--- src/rtl/trail_rmw_writer_if.sv ---
// Bus bundle between the trail writer, the game logic that feeds it, and frameRAM.
// The slave side belongs to the writer; the master side belongs to the game logic and the RAM.
interface trail_rmw_writer_if #(
   parameter int V_RES  = 480,
   parameter int ADDR_W = 20,
   parameter int XW     = 10,
   parameter int YW     = 9
);
   logic              req_valid;
   logic              req_ready;
   logic [XW-1:0]     req_x;
   logic [YW-1:0]     req_y;
   logic [1:0]        req_op;
   logic              rsp_valid;
   logic              rsp_hit;
   logic              clear_all;
   logic              busy;
   logic              clear_done;
   logic [ADDR_W-1:0] ram_read_address;
   logic [V_RES-1:0]  ram_data_Out;
   logic [ADDR_W-1:0] ram_write_address;
   logic [V_RES-1:0]  ram_data_In;
   logic              ram_we;

   modport slave (
      input  req_valid, req_x, req_y, req_op, clear_all, ram_data_Out,
      output req_ready, rsp_valid, rsp_hit, busy, clear_done,
             ram_read_address, ram_write_address, ram_data_In, ram_we
   );

   modport master (
      output req_valid, req_x, req_y, req_op, clear_all, ram_data_Out,
      input  req_ready, rsp_valid, rsp_hit, busy, clear_done,
             ram_read_address, ram_write_address, ram_data_In, ram_we
   );
endinterface

--- src/rtl/trail_rmw_writer.sv ---
// Read-modify-write pixel stage in front of frameRAM: one pixel per request,
// returns the old pixel value for collision detection, plus a full-frame clear sweep.
module trail_rmw_writer #(
   parameter int H_RES  = 640,
   parameter int V_RES  = 480,
   parameter int ADDR_W = 20,
   parameter int XW     = 10,
   parameter int YW     = 9
) (
   input  logic               i_clk,
   input  logic               i_rst_n,
   trail_rmw_writer_if.slave  bus
);

   typedef enum logic [1:0] {ST_IDLE, ST_RD, ST_MOD, ST_SWEEP} state_t;
   typedef enum logic [1:0] {OP_TEST = 2'b00, OP_SET = 2'b01, OP_CLR = 2'b10, OP_TEST_SET = 2'b11} op_t;

   localparam logic [XW-1:0]    LP_XLIM  = XW'(H_RES);
   localparam logic [XW-1:0]    LP_XLAST = XW'(H_RES - 1);
   localparam logic [YW-1:0]    LP_YLIM  = YW'(V_RES);
   localparam logic [V_RES-1:0] LP_ONE   = V_RES'(1);

   state_t            r_state;
   state_t            w_next;
   logic [XW-1:0]     r_x;
   logic [YW-1:0]     r_y;
   op_t               r_op;
   logic [XW-1:0]     r_cnt;
   logic              r_rsp_valid;
   logic              r_rsp_hit;
   logic              r_clear_done;

   logic              w_accept;
   logic              w_oor;
   logic              w_old;
   logic [V_RES-1:0]  w_mask;
   logic              w_ram_we;
   logic [ADDR_W-1:0] w_raddr;
   logic [ADDR_W-1:0] w_waddr;
   logic [V_RES-1:0]  w_wdata;

   // Out-of-range pixels never touch RAM and always report as already occupied.
   assign w_oor  = (r_x >= LP_XLIM) | (r_y >= LP_YLIM);
   assign w_old  = w_oor ? 1'b1 : bus.ram_data_Out[r_y];
   assign w_mask = LP_ONE << r_y;

   always_ff @(posedge i_clk or negedge i_rst_n) begin
      if (!i_rst_n) r_state <= ST_IDLE;
      else          r_state <= w_next;
   end

   always_comb begin
      w_next   = r_state;
      w_accept = 1'b0;
      w_ram_we = 1'b0;
      w_raddr  = '0;
      w_waddr  = '0;
      w_wdata  = '0;
      case (r_state)
         ST_IDLE: begin
            if (bus.clear_all) begin
               w_next = ST_SWEEP;
            end else if (bus.req_valid) begin
               w_accept = 1'b1;
               w_next   = ST_RD;
            end
         end
         ST_RD: begin
            w_raddr = ADDR_W'(r_x);
            w_next  = ST_MOD;
         end
         ST_MOD: begin
            w_next = ST_IDLE;
            if (!w_oor && (r_op != OP_TEST)) begin
               w_ram_we = 1'b1;
               w_waddr  = ADDR_W'(r_x);
               w_wdata  = (r_op == OP_CLR) ? (bus.ram_data_Out & ~w_mask)
                                           : (bus.ram_data_Out | w_mask);
            end
         end
         ST_SWEEP: begin
            w_ram_we = 1'b1;
            w_waddr  = ADDR_W'(r_cnt);
            if (r_cnt == LP_XLAST) w_next = ST_IDLE;
         end
         default: w_next = ST_IDLE;
      endcase
   end

   always_ff @(posedge i_clk or negedge i_rst_n) begin
      if (!i_rst_n) begin
         r_x          <= '0;
         r_y          <= '0;
         r_op         <= OP_TEST;
         r_cnt        <= '0;
         r_rsp_valid  <= 1'b0;
         r_rsp_hit    <= 1'b0;
         r_clear_done <= 1'b0;
      end else begin
         r_rsp_valid  <= (r_state == ST_MOD);
         r_rsp_hit    <= (r_state == ST_MOD) ? w_old : 1'b0;
         r_clear_done <= (r_state == ST_SWEEP) && (r_cnt == LP_XLAST);
         if (w_accept) begin
            r_x  <= bus.req_x;
            r_y  <= bus.req_y;
            r_op <= op_t'(bus.req_op);
         end
         if (r_state == ST_SWEEP) begin
            r_cnt <= (r_cnt == LP_XLAST) ? '0 : r_cnt + XW'(1);
         end
      end
   end

   // Reset is folded into ready so nothing is accepted while the block is held in reset.
   assign bus.req_ready         = (r_state == ST_IDLE) & ~bus.clear_all & i_rst_n;
   assign bus.busy              = (r_state != ST_IDLE);
   assign bus.rsp_valid         = r_rsp_valid;
   assign bus.rsp_hit           = r_rsp_hit;
   assign bus.clear_done        = r_clear_done;
   assign bus.ram_we            = w_ram_we;
   assign bus.ram_read_address  = w_raddr;
   assign bus.ram_write_address = w_waddr;
   assign bus.ram_data_In       = w_wdata;

endmodule
--- src/flat_wrapper.sv ---
// flat-port wrapper written by rule: the top's interface ports become plain ports
module trail_rmw_writer_flat 
#(
   parameter int H_RES  = 640,
   parameter int V_RES  = 480,
   parameter int ADDR_W = 20,
   parameter int XW     = 10,
   parameter int YW     = 9
)
  (i_clk, i_rst_n, bus_req_valid, bus_req_x, bus_req_y, bus_req_op, bus_clear_all, bus_ram_data_Out, bus_req_ready, bus_rsp_valid, bus_rsp_hit, bus_busy, bus_clear_done, bus_ram_read_address, bus_ram_write_address, bus_ram_data_In, bus_ram_we);
  trail_rmw_writer_if #(.V_RES(V_RES), .ADDR_W(ADDR_W), .XW(XW), .YW(YW)) bus_i ();
  input  logic i_clk;
  input  logic i_rst_n;
  input wire logic [$bits(bus_i.req_valid)-1:0] bus_req_valid;
  input wire logic [$bits(bus_i.req_x)-1:0] bus_req_x;
  input wire logic [$bits(bus_i.req_y)-1:0] bus_req_y;
  input wire logic [$bits(bus_i.req_op)-1:0] bus_req_op;
  input wire logic [$bits(bus_i.clear_all)-1:0] bus_clear_all;
  input wire logic [$bits(bus_i.ram_data_Out)-1:0] bus_ram_data_Out;
  output wire logic [$bits(bus_i.req_ready)-1:0] bus_req_ready;
  output wire logic [$bits(bus_i.rsp_valid)-1:0] bus_rsp_valid;
  output wire logic [$bits(bus_i.rsp_hit)-1:0] bus_rsp_hit;
  output wire logic [$bits(bus_i.busy)-1:0] bus_busy;
  output wire logic [$bits(bus_i.clear_done)-1:0] bus_clear_done;
  output wire logic [$bits(bus_i.ram_read_address)-1:0] bus_ram_read_address;
  output wire logic [$bits(bus_i.ram_write_address)-1:0] bus_ram_write_address;
  output wire logic [$bits(bus_i.ram_data_In)-1:0] bus_ram_data_In;
  output wire logic [$bits(bus_i.ram_we)-1:0] bus_ram_we;
  assign bus_i.req_valid = bus_req_valid;
  assign bus_i.req_x = bus_req_x;
  assign bus_i.req_y = bus_req_y;
  assign bus_i.req_op = bus_req_op;
  assign bus_i.clear_all = bus_clear_all;
  assign bus_i.ram_data_Out = bus_ram_data_Out;
  assign bus_req_ready = bus_i.req_ready;
  assign bus_rsp_valid = bus_i.rsp_valid;
  assign bus_rsp_hit = bus_i.rsp_hit;
  assign bus_busy = bus_i.busy;
  assign bus_clear_done = bus_i.clear_done;
  assign bus_ram_read_address = bus_i.ram_read_address;
  assign bus_ram_write_address = bus_i.ram_write_address;
  assign bus_ram_data_In = bus_i.ram_data_In;
  assign bus_ram_we = bus_i.ram_we;
  trail_rmw_writer #(.H_RES(H_RES), .V_RES(V_RES), .ADDR_W(ADDR_W), .XW(XW), .YW(YW)) u_core (.i_clk(i_clk), .i_rst_n(i_rst_n), .bus(bus_i));
endmodule
--- config.mk ---
export PLATFORM = sky130hd
export DESIGN_NAME = trail_rmw_writer_flat
export DESIGN_NICKNAME = d
export VERILOG_FILES = /design/src/rtl/trail_rmw_writer_if.sv /design/src/rtl/trail_rmw_writer.sv /design/src/flat_wrapper.sv
export SDC_FILE = /design/constraint.sdc
export NUM_CORES = 1
export LEC_CHECK = 0
export CORE_AREA = 2 2 405 407
export CTS_CLUSTER_DIAMETER = 120
export CTS_CLUSTER_SIZE = 14
export DETAILED_ROUTE_END_ITERATION = 12
export DIE_AREA = 0 0 407 409
export PLACE_DENSITY = 0.3
export RECOVER_POWER = 25
export SLEW_MARGIN = 15
export SYNTH_ARGS = -nofsm -noshare
export SYNTH_HDL_FRONTEND = slang
export SYNTH_SLANG_ARGS = --single-unit
--- constraint.sdc ---
create_clock -name i_clk -period 6.4 [get_ports i_clk]
set_clock_uncertainty 0.15 [all_clocks]
set_input_delay 1.6 -clock i_clk [delete_from_list [all_inputs] [get_ports i_clk]]
set_output_delay 1.6 -clock i_clk [all_outputs]
set_load 0.01 [all_outputs]
### After elaboration in Yosys (flattened, before gate mapping)

Cells that the tools add are included.

* add/sub/neg operators: 1
* mux-type cells: 20
* eq/ne operators: 7
* shifts and indexed selects: 1
* bitwise operators: 7
* order comparisons: 3
* reductions and logical operators: 7

Operator list (number)
* $mux W480: 3
* $and A480 B480 Y480: 1
* $not A480 Y480: 1
* $or A480 B480 Y480: 1
* $shl A1 B9 Y480 const A: 1
* $pmux W20 S2: 1
* $mux W10: 3
* $add A10 B1 Y10 const B: 1
* $eq A10 B10 Y1 const B: 1
* $ge A10 B10 Y1 const B: 1
* $lt A9 B10 Y1 const B: 1
* $bmux W1 S9: 1
* $ge A9 B9 Y1 const B: 1
* $pmux W2 S4: 1
* $mux W1: 7
* $eq A2 B2 Y1 const B: 3
* $mux W2: 3
* $reduce_bool A2 Y1: 2
* $ne A3 B3 Y1 const B: 1
* $and A1 B1 Y1: 2
* $eq A2 B1 Y1 const B: 1
* $logic_and A1 B1 Y1: 2
* $logic_not A2 Y1: 1
* $ne A2 B1 Y1 const B: 1
* 5 further kinds: 5

* word-level logic and storage cells: 54
* output and inout bits: 526
* bits in registers: 36
* bits of input ports: 505

### Longest topological paths before layout

* word-level depth: 6
* mapped depth: 11

### Worst setup path before layout

Ideal clock, no wire load.

* kind: register -> output
* start point: register u_core.r_y[0]
* end point: output bus_ram_data_In[392]
* path buffers: 5
* required time: 4.650 ns
* setup slack: 2.361 ns
* cell stages (with the launch flop): 11
* arrival: 2.289 ns
* cells stage by stage: dfrtp_1 -> buf_6 -> buf_6 -> buf_6 -> buf_6 -> buf_4 -> nor3_2 -> nand2_1 -> nor2_1 -> a21oi_1 -> a311oi_1

* cells in the longest elaborated chain, start to end: 6
* elaborated cells between the ends (all ways): 11
* classes of those cells: order compare: 1; shift: 1; mux: 3; bitwise: 4; reduce/logical: 2

Ends and longest elaborated chain
* start: declaration: RTL line trail_rmw_writer.sv:26 `logic [YW-1:0] r_y;`
* start signal: assignment: RTL line trail_rmw_writer.sv:105 `r_y <= bus.req_y;`
* $ge A9 B9 Y1 or $shl A1 B9 Y480 (tied branches): RTL line trail_rmw_writer.sv:43, trail_rmw_writer.sv:45
* $or A1 B1 Y1 or $not A480 Y480 (tied branches): RTL line trail_rmw_writer.sv:43, trail_rmw_writer.sv:77
* $logic_not A1 Y1 or $and A480 B480 Y480 (tied branches): RTL line trail_rmw_writer.sv:74, trail_rmw_writer.sv:77
* $logic_and A1 B1 Y1 or $mux W480 (tied branches): RTL line trail_rmw_writer.sv:74, trail_rmw_writer.sv:77
* $mux W480 (*): RTL line trail_rmw_writer.sv:74 `if (!w_oor && (r_op != OP_TEST)) begin`
* $mux W480 (*): RTL line trail_rmw_writer.sv:59 `case (r_state)`
* end: declaration: RTL line flat_wrapper.sv:27 `output wire logic [$bits(bus_i.ram_data_In)-1:0] bus_ram_data_In;`

Mark *: on every way between the ends. The rest lies on a longest branch, timed or not.

### Worst setup path after layout

* start point: register u_core.r_y[0]
* end point: output bus_ram_data_In[359]

The elaborated chain is that of the path after synthesis.

==> summary by stage <==
Run status
The flow ran to the end, but the final reports show violations. The checks that failed: max-capacitance violations, max-slew violations.

Cells and area
Fill cells in the final layout number 18500. The proportion of layout cells with a drive suffix above 1 is 13.2%. The multi-input combinational cells in the finished layout cover a total of 0.0126 mm². The final layout contains 3491 nets. The area growth from synthesis to layout is 87.8%. Cells fill 17.1% of the core in the end.

The sequential cell area is 911 µm².

Clocking
The clock slew seen by the registers of the worst setup and hold paths is 0.06 ns. TritonCTS created 5 clock buffers. The H-tree depth is 2. The maximum buffer depth of the clock tree is 2.

The clock net sink count is 36. Hold repair after CTS inserted 0 buffers. Gates resized during post-CTS repair numbered 0. The clock latency reported for the late side of the worst-skew pair is 0.30 ns.

The library cell used as clock root buffer is clkbuf_16. The TritonCTS clock tree is built. Once the clock tree was built, the setup fixing pass inserted 0 buffers.

Placed design
Detailed placement ended at an HPWL of 175 mm. The number of buffers inserted by port buffering is 1010. At the end of routability-driven placement, the weighted congestion stood at 0.916.

GRT
The via count of the first global-routing pass came to 24100. Across every metal layer, demand over resource in global routing totals 24.1%. The number of antenna violations at the first check in global routing is 71. The first global-routing pass estimated 266 mm of wire. The total global routing overflow is 0. The largest net degree at the start of global routing is 103.

Critical path
STA classifies the critical path startpoint as a register. The cell type of the slowest stage on the worst timing path is nor2_2. The largest stage delay on the critical path is 1.30 ns. The data required time of the critical path is 4.65 ns. STA classifies the critical path endpoint as an output port. The critical path goes through nand3_1 -> nor2_2 -> nand2_1 -> nor3_1 -> nor3_1 -> clkdlybuf4s50_1. The largest driver fanout on the critical path is 25. Data on the critical path arrives at its endpoint at 4.25 ns. The critical path is of the register to output port type. Among the stages of the critical path, the cell type that occurs most often is nor3_1.

Pwr
The internal portion of the total power is 891 µW. Of the total power, the clock network draws 15.7%. The peak supply drop is 0.0953 mV. The switching power share of the total is 49.5%. Registers are responsible for 14.2% of the overall power. Combinational logic burns 70.1% of the power. The analysis attributes to net switching a power of 873 µW. The cell leakage power is 0.00791 µW. The power density over the cells is 63.7 mW/mm².

Drt
For this run, design rule violations remaining after detail routing come to 0. For this block, the via count after detailed routing is 24800. After the first detailed-routing iteration, the DRC count stood at 2532. The first detailed-routing pass ran for 6 iterations. The number of nets with antenna violations after detailed routing is 0. In the routed layout, each cell is associated on average with a via count of 4.78. The detail-routed net length per standard cell is 40.7 µm. The final layout contains routed wiring with a total length of 211 mm.

Synthesis
The average cell area after synthesis is 6.89 µm². Synthesis instantiated 49 different standard cells from the library. The fraction of registers with async set or reset after synthesis is 100%.

Summing the sequential cell areas from Yosys gives 6.11% of the chip area. The synthesized design contains 0 enable-type register cells. The number of synthesis warnings is 0. The number of instances in the synthesized netlist is 2140. The register bit count reported by yosys is 36. For this run, the leading register cell type out of synthesis is dfrtp_1. The netlist area before placement is 0.0147 mm².

Floorplan
The count of boundary I/O pins is 1031. The total area inside the core boundary comes to 0.162 mm². The initialized floorplan defines 148 standard-cell rows. The floorplan step set the die height to 409 µm.

The floorplan die width is 407 µm. Once the floorplan was initialized, standard cells occupied 9.10% of the core. The die outline area is 0.166 mm².

Timing
Setup repair after global routing left no endpoint under its margin. The slew of the pin with the lowest slew margin is 2.59 ns. The number of setup violations in the final report is 0. The final-report hold violation count is 0. The share of the clock period used by the worst path after layout is 93.8%. The relative slew slack is -72.8%. Timing would allow up to 0.167 GHz. The smallest clock period supported by the final layout is computed as 6.00 ns. Hold is met by 0.405 ns.

The total negative slack for setup checks is 0 ns. The final max-slew violation count was 62.

Run
Max-cap violations in this run came to 3.

Hold path
The min-delay analysis places its worst path in the category register to register.
[registers in the layout (all words and copies together) (netlist names)]
name,cells
u_core.r_x,10
u_core.r_state,2
u_core.r_cnt,10
u_core.r_op,2
u_core.bus.clear_done,1
u_core.r_y,9
u_core.bus.rsp_valid,1
u_core.bus.rsp_hit,1
[power groups by stage]
stage	Clock, µW	Sequential [µW]	Combinational (µW)
after floorplan	0	240	444
after global placement	0	256	1240
after detailed placement	0	257	1230
after CTS	287	252	1240
after global routing	293	253	1280
final	277	251	1240
[worst paths after layout]
path	from	endpoint	slack (ns)	depth (start not counted)
max	u_core.r_y[0]	bus_ram_data_In[359]	0.40	6
min	u_core.r_x[7]	u_core.r_x[7]	0.40	1
max reg2reg	u_core.r_y[0]	u_core.bus.rsp_hit	1.51	9
min reg2reg	u_core.r_x[7]	u_core.r_x[7]	0.40	1
max in group asynchronous	i_rst_n	u_core.r_y[0]	2.18	2
min in group asynchronous	i_rst_n	u_core.bus.clear_done	2.07	2
[worst max-delay path, delay by kind of cell, from the launching register on]
family	cells	cell delay, ns
AND/OR/NAND/NOR	5	2.62
buffers and inverters	1	0.55
flip-flops	1	0.77
[cells by family after synthesis]
| logic type | count (synthesis) | share of synthesized area (%) |
|---|---|---|
| buf+inv | 351 | 10.2 |
| simple gates | 771 | 25.3 |
| flops | 36 | 6.11 |
| mux | 150 | 20.5 |
| other cells | 1 | 0.0254 |
| fa+ha+maj | 1 | 0.0849 |
| xor+xnor | 5 | 0.297 |
| compound gates | 825 | 37.5 |
[metal layers]
layer,up-vias,global-route usage [%],part of all wire [%]
li1,10400,-,-
met1,12800,32.1,44
met2,1339,39.0,46
met3,200,6.15,7.7
met4,30,4.76,2.2
met5,-,0,0.087
[cells in the mapped netlist, drive strengths merged, types with 8 or more instances]
cell,number,area share (%)
nor3,484,16
clkbuf,267,6.8
a21oi,254,8.6
a311oi,242,14
a31oi,240,10
mux4,119,18
nand2,110,2.8
nor2,96,2.6
buf,81,3.3
dfrtp,36,6.1
a22oi,25,1.3
mux2,20,1.5
o21ai,19,0.64
and2,16,0.68
nor2b,15,0.64
nand3,13,0.44
a22o,11,0.65
mux2i,11,0.75
nand2b,10,0.42
o22ai,10,0.42
or2,8,0.34
[cells in the final DEF (no fill, tap or decap), types with 8 or more instances in the layout]
cell type        netlist  final
clkdlybuf4s50_1        0    912
nor3_1               482    484
a21oi_1              254    254
a311oi_1             242    242
a31oi_1              240    240
buf_4                 25    177
mux4_2               119    119
nand2_1              110    108
nor2_1                85     76
clkbuf_1             267     32
dfrtp_1               36     32
diode_2                0     28
a22oi_1               25     25
buf_12                 0     24
conb_1                 1     20
dlygate4sd3_1          0     20
mux2_2                20     19
o21ai_0               18     18
nand3_1               13     13
nor2_4                 0     12
a22o_1                11     11
mux2i_1               11     11
nor2b_1               15     10
and2_0                 0     10
o22ai_1               10     10
nand2b_1              10      8
nor2_2                11      8
[layout make-up]
type	instances	area share (%)
diodes	28	0.253
inverters	3	0.0407
well taps	2175	9.83
repair buffers	1167	40.7
clock inverters	1	0.0271
multi-input cells	1772	45.3
clock buffers	7	0.515
flip-flops and latches	36	3.29
[metrics by stage]
| step | total power, µW | instance area [µm²] | instances | setup WS (ns) |
|---|---|---|---|---|
| floorplan | 684 | 14800 | 2159 | 2.36 |
| global route | 1830 | 27700 | 5178 | 0.262 |
| finish | 1760 | 27700 | 5189 | 0.395 |
| global placement | 1490 | 27600 | 5153 | 0.803 |
| CTS | 1780 | 27800 | 5161 | 0.480 |
| detailed placement | 1490 | 27600 | 5153 | 0.797 |
(Power assumes the default switching activity.)
